==> config.mk <==
export PLATFORM = sky130hd
export DESIGN_NAME = booth_divider
export DESIGN_NICKNAME = d
export VERILOG_FILES = /design/src/rtl/booth_pkg.sv /design/src/rtl/booth_divider_div_step.sv /design/src/rtl/booth_divider.sv
export SDC_FILE = /design/constraint.sdc
export NUM_CORES = 1
export LEC_CHECK = 0
export BUFFER_PORTS_ARGS = -buffer_cell sky130_fd_sc_hd__buf_4
export CORE_UTILIZATION = 30
export DETAILED_ROUTE_END_ITERATION = 7
export GPL_TIMING_DRIVEN = 0
export SKIP_LAST_GASP = 1
export SYNTH_ARGS = -nofsm -noshare
export SYNTH_HDL_FRONTEND = slang
export SYNTH_SLANG_ARGS = --single-unit
==> constraint.sdc <==
create_clock -name clk -period 4.7 [get_ports clk]
set_clock_uncertainty 0.1 [all_clocks]
set_input_delay 0.47 -clock clk [delete_from_list [all_inputs] [get_ports clk]]
set_output_delay 0.47 -clock clk [all_outputs]
set_load 0.01 [all_outputs]
==> src/rtl/booth_pkg.sv <==
// booth_pkg: shared state encoding and default width for the booth arithmetic blocks
package booth_pkg;
  localparam int W_DEF = 4;
  typedef logic [1:0] state_t;
  localparam state_t IDLE = 2'd0;
  localparam state_t CALC = 2'd1;
  localparam state_t FIX  = 2'd2;
endpackage

==> src/rtl/booth_divider_div_step.sv <==
// div_step: one restoring division step (shift in next dividend bit, trial subtract, restore)
module div_step #(
  parameter int W = 4
) (
  input  logic [W:0]   pr,
  input  logic         bit_in,
  input  logic [W-1:0] dmag,
  output logic [W:0]   pr_nxt,
  output logic         q_bit
);
  logic [W+2:0] diff;
  always_comb begin
    diff   = {1'b0, pr, bit_in} - {3'b000, dmag};
    q_bit  = ~diff[W+2];
    pr_nxt = q_bit ? diff[W:0] : {pr[W-1:0], bit_in};
  end
endmodule

==> src/rtl/booth_divider.sv <==
// booth_divider: sequential signed 2W/W restoring divider with start/done handshake
module booth_divider
  import booth_pkg::*;
#(
  parameter int W = W_DEF
) (
  input  logic           clk,
  input  logic           reset,
  input  logic           start,
  input  logic [2*W-1:0] dividend,
  input  logic [W-1:0]   divisor,
  output logic           busy,
  output logic           done,
  output logic [W-1:0]   quotient,
  output logic [W-1:0]   remainder,
  output logic           div_by_zero,
  output logic           overflow
);
  localparam int CW = $clog2(2*W) + 1;
  state_t         state;
  logic [CW-1:0]  cnt;
  logic [2*W-1:0] dvd;
  logic [W-1:0]   dmag;
  logic [W:0]     pr, pr_nxt;
  logic           sn_d, sn_v, pend, qb, ovf;
  logic [2*W-1:0] q_s;
  logic [W-1:0]   r_s;
  div_step #(.W(W)) u_step (
    .pr    (pr),
    .bit_in(dvd[2*W-1]),
    .dmag  (dmag),
    .pr_nxt(pr_nxt),
    .q_bit (qb)
  );
  // dvd doubles as the quotient shift register during CALC
  always_comb begin
    q_s  = (sn_d ^ sn_v) ? -dvd : dvd;
    r_s  = sn_d ? -pr[W-1:0] : pr[W-1:0];
    ovf  = ~(&q_s[2*W-1:W-1] | ~|q_s[2*W-1:W-1]);
    busy = state != IDLE;
  end
  always_ff @(posedge clk or posedge reset) begin
    if (reset) begin
      state       <= IDLE;
      cnt         <= '0;
      dvd         <= '0;
      dmag        <= '0;
      pr          <= '0;
      sn_d        <= 1'b0;
      sn_v        <= 1'b0;
      pend        <= 1'b0;
      done        <= 1'b0;
      quotient    <= '0;
      remainder   <= '0;
      div_by_zero <= 1'b0;
      overflow    <= 1'b0;
    end else begin
      done <= 1'b0;
      if (state == IDLE) begin
        if (pend) begin
          pend        <= 1'b0;
          done        <= 1'b1;
          div_by_zero <= 1'b1;
          overflow    <= 1'b0;
          quotient    <= '1;
          remainder   <= dvd[W-1:0];
        end else if (start) begin
          sn_d        <= dividend[2*W-1];
          sn_v        <= divisor[W-1];
          dvd         <= (divisor == '0 || !dividend[2*W-1]) ? dividend : -dividend;
          dmag        <= divisor[W-1] ? -divisor : divisor;
          pr          <= '0;
          cnt         <= '0;
          div_by_zero <= 1'b0;
          overflow    <= 1'b0;
          pend        <= divisor == '0;
          state       <= (divisor == '0) ? IDLE : CALC;
        end
      end else if (state == CALC) begin
        pr    <= pr_nxt;
        dvd   <= {dvd[2*W-2:0], qb};
        cnt   <= cnt + 1'b1;
        state <= (cnt == CW'(2*W-1)) ? FIX : CALC;
      end else begin
        quotient  <= q_s[W-1:0];
        remainder <= r_s;
        overflow  <= ovf;
        done      <= 1'b1;
        state     <= IDLE;
      end
    end
  end
endmodule

==> summary.txt, run 1 <==
Synthesis
  • Multiplexer share of the synthesized area: 0.0522
  • Portion of the post-synthesis area used by sequential elements: 0.415
  • Xor-xnor portion of the synthesized cell area: 0.0589
  • Number of synthesis warnings: 0
  • Largest family of logic cells by synthesized area: compound AO/OA/AOI/OAI gates
  • Biggest area consumer among synthesized cells: sky130_fd_sc_hd__dfrtp_1
  • Fraction of synthesized cell area taken by the top area cell type: 0.415
  • Biggest area contributors in the synthesized netlist: sky130_fd_sc_hd__dfrtp_1, sky130_fd_sc_hd__ha_1, sky130_fd_sc_hd__xnor2_1, sky130_fd_sc_hd__nor2_1, sky130_fd_sc_hd__a21oi_1
  • Complex-gate fraction of the synthesized area: 0.201
  • Synth Area in Adders: 0.0595
  • Predominant post-synthesis flop cell: sky130_fd_sc_hd__dfrtp_1
  • Avg Synthesized Cell Area: 9.18 um2
  • Netlist cell types: 50
  • Synth Instances: 243
  • Count of flip-flops with a built-in enable after synthesis: 0
  • Total standard cell area after synthesis: 0.00223 mm2
  • Synthesized net count: 268
  • Proportion of register bits with asynchronous set or reset after synthesis: 1.00
  • Register bit total from synthesis: 37
  • Area share of and/or/nand/nor cells after synthesis: 0.154

Route
  • Final wirelength: 5070 um
  • Via density: 4.94
  • DRC violations left: 0
  • Starting DRT DRC Count: 102
  • Overall via count from detail_route: 1852
  • DRT Pass-1 Iters: 4
  • Antenna-violating nets left: 0
  • DR WL/cell: 13.5 um

Setup path
  • Top Family by Delay on Critical Path: compound AO/OA/AOI/OAI gates
  • Worst path buffer plus inverter count: 2
  • Worst Path Class, Setup: reg2reg
  • Maximum fanout along the worst path: 8
  • Data arrival time of the critical path: 2.62 ns
  • Startpoint types: flip-flop
  • Cell-by-cell trace of the critical path: inv_1 -> ha_1 -> inv_1 -> fa_1 -> a21o_1 -> a2111oi_4 -> nand2_1 -> o211ai_1 -> o21ai_1
  • Critical Path Slowest Stage Cell: sky130_fd_sc_hd__a2111oi_4
  • Crit path top cell by count: sky130_fd_sc_hd__inv_1
  • Crit path capture type: flip-flop
  • Largest incremental delay on the critical path: 0.58 ns
  • CP Data Required Time: 4.76 ns

Clocking
  • Quantity of hold-fixing buffers added after cts: 0
  • CTS HTree Levels: 2
  • Clock tree from TritonCTS: built
  • Longest Clk Path Bufs: 2
  • Cts bufs inserted: 5
  • Clock edge transition at the registers on the reported setup and hold paths: 0.07 ns
  • Clock latency on the worst-skew pair: 0.29 ns
  • Setup Buffers After CTS: 0
  • Number of resized instances in the post-cts repair step: 0
  • Clock tree root driver cell: sky130_fd_sc_hd__clkbuf_8
  • Clock sink count: 37

Timing
  • Final setup viols: 0
  • Unrepaired setup endpoints after global routing: false
  • Worst slew margin relative to its limit: 0.454
  • Least-Margin Pin Slew: 0.819 ns
  • FMAX: 392 MHz
  • Number of endpoints with negative hold slack in the final report: 0
  • Total Neg Setup Slack: 0 ns
  • Final worst-path setup slack: 2.15 ns
  • Fin crit period: 2.55 ns
  • Final max-slew violation count: 0
  • Final worst path period share: 0.543

Placement
  • Count of input and output buffers: 26
  • Routability Congestion: 0.795
  • HPWL after DPL: 3780 um
  • Post-placement worst setup slack: 2.16 ns

Power
  • Pint: 0.00104 W
  • Switching Power: 0.000805 W
  • PwrDens: 700 mW/mm2
  • Clock power share: 0.123
  • Switching part of the total: 0.436
  • Logic gate share of total power: 0.559
  • Leakage component of the power: 1.17 nW
  • IR drop worst, VDD: 0.197 mV
  • Sequential power share: 0.318

Job
  • Maximum capacitance violations: 0

Floorplan
  • Width of the die: 88.2 um
  • Core outline area: 0.00721 mm2
  • Standard-cell row count: 31
  • Floorplan die area: 0.00779 mm2
  • Initial Util: 0.309
  • Die outline height: 88.2 um
  • # IOs: 27

Final layout
  • Signed area change from the synthesized netlist to the final layout: 18.2%
  • Utilization of the core after routing: 0.365
  • Fraction of layout cells with a size suffix above 1: 0.163
  • Total area of sequential cells: 926 um2
  • Count of inserted antenna diode cells: 0
  • Area taken by multi-input logic gates: 0.00117 mm2
  • Number of nets at the end of the flow: 301
  • Layout fillers: 751

Global routing
  • Vias in the first global route: 1696
  • Global router's overall resource usage: 0.143
  • Initial antenna violation count: 0
  • Global-route wire length before repair: 8400 um
  • Global route overflow: 0
  • Pin count of the biggest net entering global routing: 38

Hold path
  • HP Class: in2async

Run status
  • Run status: finished, final reports clean
[synth_stat cells, types with 2 or more instances]
master,n
sky130_fd_sc_hd__nor2_1,25
sky130_fd_sc_hd__a31oi_1,3
sky130_fd_sc_hd__mux2_1,4
sky130_fd_sc_hd__nor3_1,5
sky130_fd_sc_hd__o21ai_0,4
sky130_fd_sc_hd__dfrtp_1,37
sky130_fd_sc_hd__o22ai_1,6
sky130_fd_sc_hd__buf_6,2
sky130_fd_sc_hd__clkbuf_1,8
sky130_fd_sc_hd__o21a_1,2
sky130_fd_sc_hd__a21oi_1,18
sky130_fd_sc_hd__or3_1,2
sky130_fd_sc_hd__xnor2_1,12
sky130_fd_sc_hd__o31ai_1,3
sky130_fd_sc_hd__nor4_1,3
sky130_fd_sc_hd__ha_1,9
sky130_fd_sc_hd__mux2i_1,6
sky130_fd_sc_hd__o311ai_1,2
sky130_fd_sc_hd__nand2_1,21
sky130_fd_sc_hd__nand3_1,3
sky130_fd_sc_hd__a211o_1,2
sky130_fd_sc_hd__a22o_1,2
sky130_fd_sc_hd__nand2b_1,3
sky130_fd_sc_hd__nor2b_1,2
sky130_fd_sc_hd__a21o_1,2
sky130_fd_sc_hd__nor4b_1,2
sky130_fd_sc_hd__o21ai_1,13
sky130_fd_sc_hd__inv_2,3
sky130_fd_sc_hd__inv_1,16
sky130_fd_sc_hd__xor2_1,3
[flip-flops by register name, summed over array words and instances (netlist names), 2 cells and up]
name	count
remainder	4
dvd	8
pr	5
dmag	4
cnt	4
quotient	4
state	2
[placed cells by master (no fill, tap or decap), types with 2 or more instances in the layout]
master | synthesis | routed
sky130_fd_sc_hd__nand2b_1 | 3 | 3
sky130_fd_sc_hd__nor4_1 | 3 | 3
sky130_fd_sc_hd__a21o_1 | 2 | 2
sky130_fd_sc_hd__dfrtp_1 | 37 | 37
sky130_fd_sc_hd__inv_1 | 16 | 15
sky130_fd_sc_hd__o21ai_0 | 4 | 4
sky130_fd_sc_hd__a21oi_1 | 18 | 18
sky130_fd_sc_hd__nor3_1 | 5 | 5
sky130_fd_sc_hd__or3_1 | 2 | 2
sky130_fd_sc_hd__o31ai_1 | 3 | 3
sky130_fd_sc_hd__a31oi_1 | 3 | 3
sky130_fd_sc_hd__a22o_1 | 2 | 2
sky130_fd_sc_hd__clkbuf_1 | 8 | 9
sky130_fd_sc_hd__mux2_1 | 4 | 4
sky130_fd_sc_hd__xor2_1 | 3 | 3
sky130_fd_sc_hd__nor4b_1 | 2 | 2
sky130_fd_sc_hd__buf_6 | 2 | 2
sky130_fd_sc_hd__ha_1 | 9 | 9
sky130_fd_sc_hd__xnor2_1 | 12 | 12
sky130_fd_sc_hd__mux2i_1 | 6 | 6
sky130_fd_sc_hd__clkbuf_8 | 0 | 6
sky130_fd_sc_hd__nor2b_1 | 2 | 2
sky130_fd_sc_hd__nand2_1 | 21 | 21
sky130_fd_sc_hd__nand3_1 | 3 | 3
sky130_fd_sc_hd__o22ai_1 | 6 | 6
sky130_fd_sc_hd__inv_2 | 3 | 4
sky130_fd_sc_hd__nor2_1 | 25 | 25
sky130_fd_sc_hd__a211o_1 | 2 | 2
sky130_fd_sc_hd__buf_4 | 0 | 26
sky130_fd_sc_hd__o21a_1 | 2 | 2
sky130_fd_sc_hd__o311ai_1 | 2 | 2
sky130_fd_sc_hd__o21ai_1 | 13 | 13
[metal layers]
metal	wire length [um]	track usage	vias to the layer above
li1	-	-	921
met1	2370	0.196	883
met2	2410	0.229	43
met3	249	0.0317	5
met4	42	0.0352	0
met5	0	0	-
[power groups by stage]
stage               combinational (W)  sequential [W]  clock (W)
finish                        0.00103        0.000586   0.000227
global route                  0.00116        0.000606   0.000247
CTS                           0.00104        0.000587   0.000233
detailed placement            0.00103        0.000593          0
global placement              0.00101        0.000589          0
floorplan                    0.000774        0.000576          0
[worst reg2reg max path: cells and delay by family, from the launching register on]
kind | cells | cell delay [ns]
AOI/OAI and AO/OA | 4 | 1.01
adders and majority gates | 2 | 0.57
buffers and inverters | 2 | 0.18
DFF | 1 | 0.44
and+or+nand+nor | 1 | 0.13
[cell type report]
| class | instances | area share |
|---|---|---|
| buffer | 12 | 0.0233 |
| sequential | 37 | 0.351 |
| timing repair buffer | 26 | 0.0740 |
| clock buffer | 7 | 0.0327 |
| inverter | 19 | 0.0271 |
| multi-input combinational | 175 | 0.445 |
| tap | 99 | 0.0470 |
[through the flow]
step           power [W]  hold slack, ns  instance area, um2  instances
6_report         0.00185           0.225                2640        375
5_1_grt          0.00202           0.316                2640        375
4_1_cts          0.00186           0.275                2640        375
3_5_place_dp     0.00162           0.383                2550        368
3_3_place_gp     0.00160           0.375                2550        368
2_1_floorplan    0.00135           0.365                2230        243
[final timing paths]
check | endpoint | from | slack [ns] | cells past startpoint
worst max-delay path | dvd[0]$_DFFE_PP0P_ | dvd[7]$_DFFE_PP0P_ | 2.15 | 9
worst min-delay path | done$_DFF_PP0_ | reset | 0.23 | 2
max in group asynchronous | state[0]$_DFFE_PP0P_ | reset | 3.78 | 2
worst max register to register | dvd[0]$_DFFE_PP0P_ | dvd[7]$_DFFE_PP0P_ | 2.15 | 9
worst min register to register | remainder[1]$_DFFE_PP0P_ | remainder[1]$_DFFE_PP0P_ | 0.39 | 2
min in group clk | dmag[0]$_DFFE_PP0P_ | divisor[0] | 0.32 | 2
[cells by family after synthesis]
group / after synthesis
simple gates: 72
compound gates: 67
flops: 37
buf+inv: 31
xor+xnor: 15
mux: 11
fa+ha+maj: 10
Power figures use the tool's default switching activity.
==> run 2, diff against run 1 <==
==> constraint.sdc (replaced) <==
create_clock -name clk -period 2.3 [get_ports clk]
set_clock_uncertainty 0.1 [all_clocks]
set_input_delay 0.23 -clock clk [delete_from_list [all_inputs] [get_ports clk]]
set_output_delay 0.23 -clock clk [all_outputs]
set_load 0.01 [all_outputs]
==> run 2 against run 1 <==
The flow now finishes with violations (negative hold slack). Design area is 1.7% higher. Worst setup slack worse by 2.0 ns. Via count is 1.3% higher. Worst hold slack worse by 0.23 ns. Critical path depth is 1 higher. Sequential power is 100% higher. Core utilization is 0.62 points higher. Clock power is 100% higher.
==> summary.txt, run 2 (synthesized netlist as in run 1, its figures left out) <==
Placement
  • Count of input and output buffers: 26
  • HPWL after DPL: 3780 um
  • Post-placement worst setup slack: -0.238 ns
  • Routability Congestion: 0.795
  • Cells after DPL: 368

Floorplan
  • Standard-cell row count: 31
  • Width of the die: 88.2 um
  • Initial Util: 0.309
  • Die outline height: 88.2 um
  • Floorplan die area: 0.00779 mm2
  • # IOs: 27
  • Core outline area: 0.00721 mm2

Setup path
  • Capture point of the worst reg-to-reg path: dvd[0]$_DFFE_PP0P_
  • Cell-by-cell trace of the critical path: inv_2 -> ha_4 -> inv_1 -> fa_2 -> a21o_1 -> a2111oi_4 -> buf_4 -> nand2_1 -> o211ai_1 -> o21ai_1
  • Critical Path Slowest Stage Cell: sky130_fd_sc_hd__dfrtp_1
  • Data arrival time of the critical path: 2.26 ns
  • Worst reg-to-reg setup slack: 0.1 ns
  • Worst setup path startpoint: dvd[7]$_DFFE_PP0P_
  • Crit path capture type: flip-flop
  • Largest incremental delay on the critical path: 0.39 ns
  • CP Data Required Time: 2.36 ns
  • Worst path buffer plus inverter count: 3
  • Startpoint of the worst-slack reg-to-reg timing path: dvd[7]$_DFFE_PP0P_
  • Top Family by Delay on Critical Path: compound AO/OA/AOI/OAI gates
  • Maximum fanout along the worst path: 7
  • Startpoint types: flip-flop
  • Cell depth of the worst flop-to-flop path: 10
  • Worst Path Class, Setup: reg2reg

Clocking
  • Clock latency on the worst-skew pair: 0.29 ns
  • Cts bufs inserted: 5
  • Clock edge transition at the registers on the reported setup and hold paths: 0.07 ns
  • Clock tree from TritonCTS: built
  • Clock sink count: 37
  • Clock tree root driver cell: sky130_fd_sc_hd__clkbuf_8
  • CTS HTree Levels: 2
  • Longest Clk Path Bufs: 2

Global routing
  • Global-route wire length before repair: 8460 um
  • Vias in the first global route: 1711
  • Initial antenna violation count: 0
  • Pin count of the biggest net entering global routing: 38
  • Global router's overall resource usage: 0.144
  • Global route overflow: 0

Run status
  • Failing checks: negative hold slack
  • Run status: complete, but fails checks

Timing
  • FMAX: 454 MHz
  • Min Hold Slack: -0.00901 ns
  • Number of endpoints with negative hold slack in the final report: 6
  • Fin crit period: 2.20 ns
  • Final worst path period share: 0.957
  • Unrepaired setup endpoints after global routing: true
  • Worst slew margin relative to its limit: 0.463
  • Final worst-path setup slack: 0.0982 ns
  • Final setup viols: 0
  • Final max-slew violation count: 0
  • Least-Margin Pin Slew: 0.806 ns

Route
  • Final wirelength: 5110 um
  • Overall via count from detail_route: 1876
  • Starting DRT DRC Count: 114
  • Via density: 4.95
  • DRT Pass-1 Iters: 4
  • Antenna-violating nets left: 0
  • DRC violations left: 0
  • DR WL/cell: 13.5 um

Final layout
  • Top library cells by usage in the layout, fill and taps aside: sky130_fd_sc_hd__dfrtp_1, sky130_fd_sc_hd__buf_4, sky130_fd_sc_hd__nor2_1
  • Signed area change from the synthesized netlist to the final layout: 20.2%
  • Finished Layout Cells: 379
  • Layout fillers: 750
  • Register bank with the most flops: dvd
  • Utilization of the core after routing: 0.372
  • Fraction of layout cells with a size suffix above 1: 0.186
  • Number of nets at the end of the flow: 305
  • Largest register FFs: 8
  • Most frequent standard cell in the layout excluding fill and tap cells: sky130_fd_sc_hd__dfrtp_1
  • Count of inserted antenna diode cells: 0
  • Largest registers: dvd (8), pr (5)

Job
  • Maximum capacitance violations: 0

Power
  • Leakage component of the power: 1.19 nW
  • PwrDens: 1440 mW/mm2
  • IR drop worst, VDD: 0.403 mV
  • Overall power consumption: 0.00387 W

Hold path
  • HP Class: in2async
run 2: worst register-to-register path, delay by kind of cell, from the launching register on:
family          cells  cell delay, ns
simple gates        1            0.08
fa+ha+maj           2            0.47
flops               1            0.39
buf+inv             3            0.33
compound gates      4            0.71
run 2: cell type report:
class                      instances  area, um2  area share
buffer                            12       61.3      0.0229
clock buffer                       7       86.3      0.0322
inverter                          19       71.3      0.0266
multi-input combinational        175       1190       0.443
sequential                        37        926       0.345
tap                               99        124      0.0462
timing repair buffer              30        225      0.0840
run 2: worst max path at each step:
| stage | depth (start not counted) | slack [ns] | endpoint |
|---|---|---|---|
| after CTS | 10 | 0.01 | dvd[0]$_DFFE_PP0P_ |
| after global routing | 10 | -0.03 | dvd[0]$_DFFE_PP0P_ |
| after floorplan | 8 | 0.007 | pr[1]$_DFFE_PP0P_ |
| after global placement | 9 | -0.23 | dvd[0]$_DFFE_PP0P_ |
| final | 10 | 0.1 | dvd[0]$_DFFE_PP0P_ |
| after detailed placement | 9 | -0.24 | dvd[0]$_DFFE_PP0P_ |
run 2: per-layer routing:
| metal | share of wire | global-route usage | vias to the layer above | routed length [um] |
|---|---|---|---|---|
| li1 | - | - | 930 | - |
| met1 | 0.47 | 0.197 | 902 | 2430 |
| met2 | 0.48 | 0.231 | 39 | 2440 |
| met3 | 0.040 | 0.0317 | 5 | 205 |
| met4 | 0.0082 | 0.0352 | 0 | 42 |
| met5 | 0 | 0 | - | 0 |
run 2: through the flow:
stage / area (um2) / setup TNS (ns)
global route: 2680 / -0.0338
CTS: 2660 / 0
detailed placement: 2550 / -0.969
finish: 2680 / 0
floorplan: 2230 / 0
global placement: 2550 / -0.893
run 2: power breakdown:
part / leakage (nW) / internal, W / switching (W)
sequential: 0.447 / 0.000941 / 0.000253
clock: 0.0443 / 0.000238 / 0.000223
combinational: 0.696 / 0.00102 / 0.00119
total: 1.19 / 0.00220 / 0.00167
run 2: timing repair:
item / in CTS / in global routing
hold buffers: 0 / 0
endpoints found under the hold margin: 0 / 0
resized for setup: 0 / 4
setup endpoints to repair: 5 / 5
pin swaps: 1 / 1
buffers inserted: 3 / 1
==> run 3, diff against run 2 <==
--- a/config.mk
+++ b/config.mk
@@ -6,10 +6,11 @@
 export NUM_CORES = 1
 export LEC_CHECK = 0
 export BUFFER_PORTS_ARGS = -buffer_cell sky130_fd_sc_hd__buf_4
-export CORE_UTILIZATION = 30
+export CORE_UTILIZATION = 25
 export DETAILED_ROUTE_END_ITERATION = 7
 export GPL_TIMING_DRIVEN = 0
 export SKIP_LAST_GASP = 1
+export SLEW_MARGIN = 20
 export SYNTH_ARGS = -nofsm -noshare
 export SYNTH_HDL_FRONTEND = slang
 export SYNTH_SLANG_ARGS = --single-unit
==> run 3 against run 2 <==
The flow now finishes without violations. Count of clock-buffer cells in the layout is the same. First-iteration DRC count shrank 11%. Worst setup slack lost 0.025 ns. Sequential power is essentially flat. Global-route usage shrank 2.4 points. Core utilization shrank 5.6 points. Sequential share of layout area shrank 0.71 points. Largest cell class unchanged. Register-to-register slack lost 0.03 ns. Design area grew 2.1%. Fmax shrank 1.1%. Final cell count grew 3.2%. Clock power grew 11%.
==> summary.txt, run 3 (synthesized netlist as in run 1, its figures left out) <==
Final layout
  • Total area of sequential cells: 926 um2
  • Layout fillers: 939
  • Largest register FFs: 8
  • Fraction of layout cells with a size suffix above 1: 0.194
  • Count of inserted antenna diode cells: 0
  • Area taken by multi-input logic gates: 0.00119 mm2
  • Top library cells by usage in the layout, fill and taps aside: sky130_fd_sc_hd__dfrtp_1, sky130_fd_sc_hd__buf_4, sky130_fd_sc_hd__nor2_1
  • Layout Cell Area excl Fill: 0.00274 mm2
  • Signed area change from the synthesized netlist to the final layout: 22.7%
  • Number of nets at the end of the flow: 307
  • Finished Layout Cells: 391
  • Utilization of the core after routing: 0.315
  • Most frequent standard cell in the layout excluding fill and tap cells: sky130_fd_sc_hd__dfrtp_1
  • Largest registers: dvd (8), pr (5)
  • Register bank with the most flops: dvd

Setup path
  • WP depth: 9
  • Cell-by-cell trace of the critical path: inv_2 -> ha_4 -> inv_1 -> fa_2 -> a21o_1 -> a2111oi_4 -> buf_4 -> mux2i_1 -> o22ai_1
  • Capture point of the worst reg-to-reg path: pr[1]$_DFFE_PP0P_
  • Critical Path Slowest Stage Cell: sky130_fd_sc_hd__dfrtp_1
  • Worst path buffer plus inverter count: 3
  • Startpoint types: flip-flop
  • Worst Path Class, Setup: reg2reg
  • Largest incremental delay on the critical path: 0.40 ns
  • Top Family by Delay on Critical Path: compound AO/OA/AOI/OAI gates
  • Startpoint of the worst-slack reg-to-reg timing path: dvd[7]$_DFFE_PP0P_
  • Crit path capture type: flip-flop
  • Data arrival time of the critical path: 2.28 ns
  • CP Data Required Time: 2.35 ns
  • Maximum fanout along the worst path: 6
  • Worst reg-to-reg setup slack: 0.07 ns
  • Cell depth of the worst flop-to-flop path: 9

Clocking
  • CTS HTree Levels: 2
  • Clock latency on the worst-skew pair: 0.29 ns
  • Clock edge transition at the registers on the reported setup and hold paths: 0.08 ns
  • Longest Clk Path Bufs: 2
  • Cts bufs inserted: 5
  • Clock sink count: 37
  • Clock tree from TritonCTS: built
  • Clock tree root driver cell: sky130_fd_sc_hd__clkbuf_8

Timing
  • Final worst path period share: 0.968
  • Least-Margin Pin Slew: 0.843 ns
  • Unrepaired setup endpoints after global routing: true
  • Fin crit period: 2.23 ns
  • Final setup viols: 0
  • Total Neg Setup Slack: 0 ns
  • Final max-slew violation count: 0
  • Number of endpoints with negative hold slack in the final report: 0
  • Min Hold Slack: 0.0714 ns
  • FMAX: 449 MHz
  • Worst slew margin relative to its limit: 0.438

Route
  • DR WL/cell: 13.2 um
  • Starting DRT DRC Count: 102
  • Antenna-violating nets left: 0
  • DRC violations left: 0
  • Final wirelength: 5160 um
  • DRT Pass-1 Iters: 4
  • Overall via count from detail_route: 1880
  • Via density: 4.81

Power
  • PwrDens: 1430 mW/mm2
  • Leakage component of the power: 1.21 nW
  • Switching part of the total: 0.429
  • Pint: 0.00224 W
  • Switching Power: 0.00168 W
  • IR drop worst, VDD: 0.374 mV
  • Sequential power share: 0.303
  • Clock power share: 0.131
  • Logic gate share of total power: 0.567

Floorplan
  • Standard-cell row count: 34
  • Width of the die: 96.5 um
  • # IOs: 27
  • Die outline height: 96.5 um
  • Initial Util: 0.257
  • Floorplan die area: 0.00931 mm2
  • Core outline area: 0.00868 mm2

Placement
  • Cells after DPL: 378
  • Cell area after placement: 0.00258 mm2
  • Count of input and output buffers: 26
  • HPWL after DPL: 3870 um
  • Routability Congestion: 0.811

Run status
  • Run status: finished, final reports clean

Global routing
  • Pin count of the biggest net entering global routing: 28
  • Global-route wire length before repair: 8450 um
  • Global route overflow: 0
  • Vias in the first global route: 1701
  • Global router's overall resource usage: 0.120
  • Initial antenna violation count: 0

Hold path
  • HP Class: in2reg
  • Hold worst-path end: dmag[0]$_DFFE_PP0P_
  • Beginning of the worst hold path: divisor[0]
  • Number of instances on the worst hold path: 2

Job
  • Maximum capacitance violations: 0
-- run 3: metal layers --
layer,vias to the layer above,part of all wire,global-route usage
met4,0,0.0043,0.0343
met2,36,0.45,0.183
met1,902,0.50,0.167
met3,4,0.045,0.0297
met5,-,0,0
li1,938,-,-
-- run 3: per-stage QoR --
stage / setup WS [ns] / total power (W)
2_1_floorplan: 0.00664 / 0.00276
3_3_place_gp: -0.232 / 0.00326
3_5_place_dp: -0.250 / 0.00331
4_1_cts: 0.00460 / 0.00390
5_1_grt: -0.0706 / 0.00428
6_report: 0.0728 / 0.00392
-- run 3: power by group through the flow --
stage               clock [W]  sequential [W]  combinational (W)
finish               0.000512         0.00119            0.00222
global route         0.000555         0.00123            0.00250
CTS                  0.000518         0.00118            0.00220
detailed placement          0         0.00120            0.00211
global placement            0         0.00119            0.00207
floorplan                   0         0.00118            0.00158
-- run 3: cell type report --
cell class                 count  area share
clock inverter                 1     0.00183
tap                          108      0.0494
clock buffer                   7      0.0352
multi-input combinational    175       0.434
inverter                      19      0.0261
timing repair buffer          32      0.0932
buffer                        12      0.0224
sequential                    37       0.338
-- run 3: worst max path at each step --
stage | start | endpoint | slack [ns]
after floorplan | dvd[7]$_DFFE_PP0P_ | pr[1]$_DFFE_PP0P_ | 0.007
after global placement | dvd[7]$_DFFE_PP0P_ | pr[1]$_DFFE_PP0P_ | -0.23
after detailed placement | dvd[7]$_DFFE_PP0P_ | pr[1]$_DFFE_PP0P_ | -0.25
after CTS | dvd[7]$_DFFE_PP0P_ | pr[1]$_DFFE_PP0P_ | 0.005
after global routing | dvd[7]$_DFFE_PP0P_ | pr[1]$_DFFE_PP0P_ | -0.07
final | dvd[7]$_DFFE_PP0P_ | pr[1]$_DFFE_PP0P_ | 0.07
-- run 3: repair_timing --
action                                 CTS  global route
setup endpoints to repair                5             5
resized for setup                        2             2
hold buffers                             1             0
pin swaps                                2             1
buffers inserted                         3             1
endpoints found under the hold margin   10             0
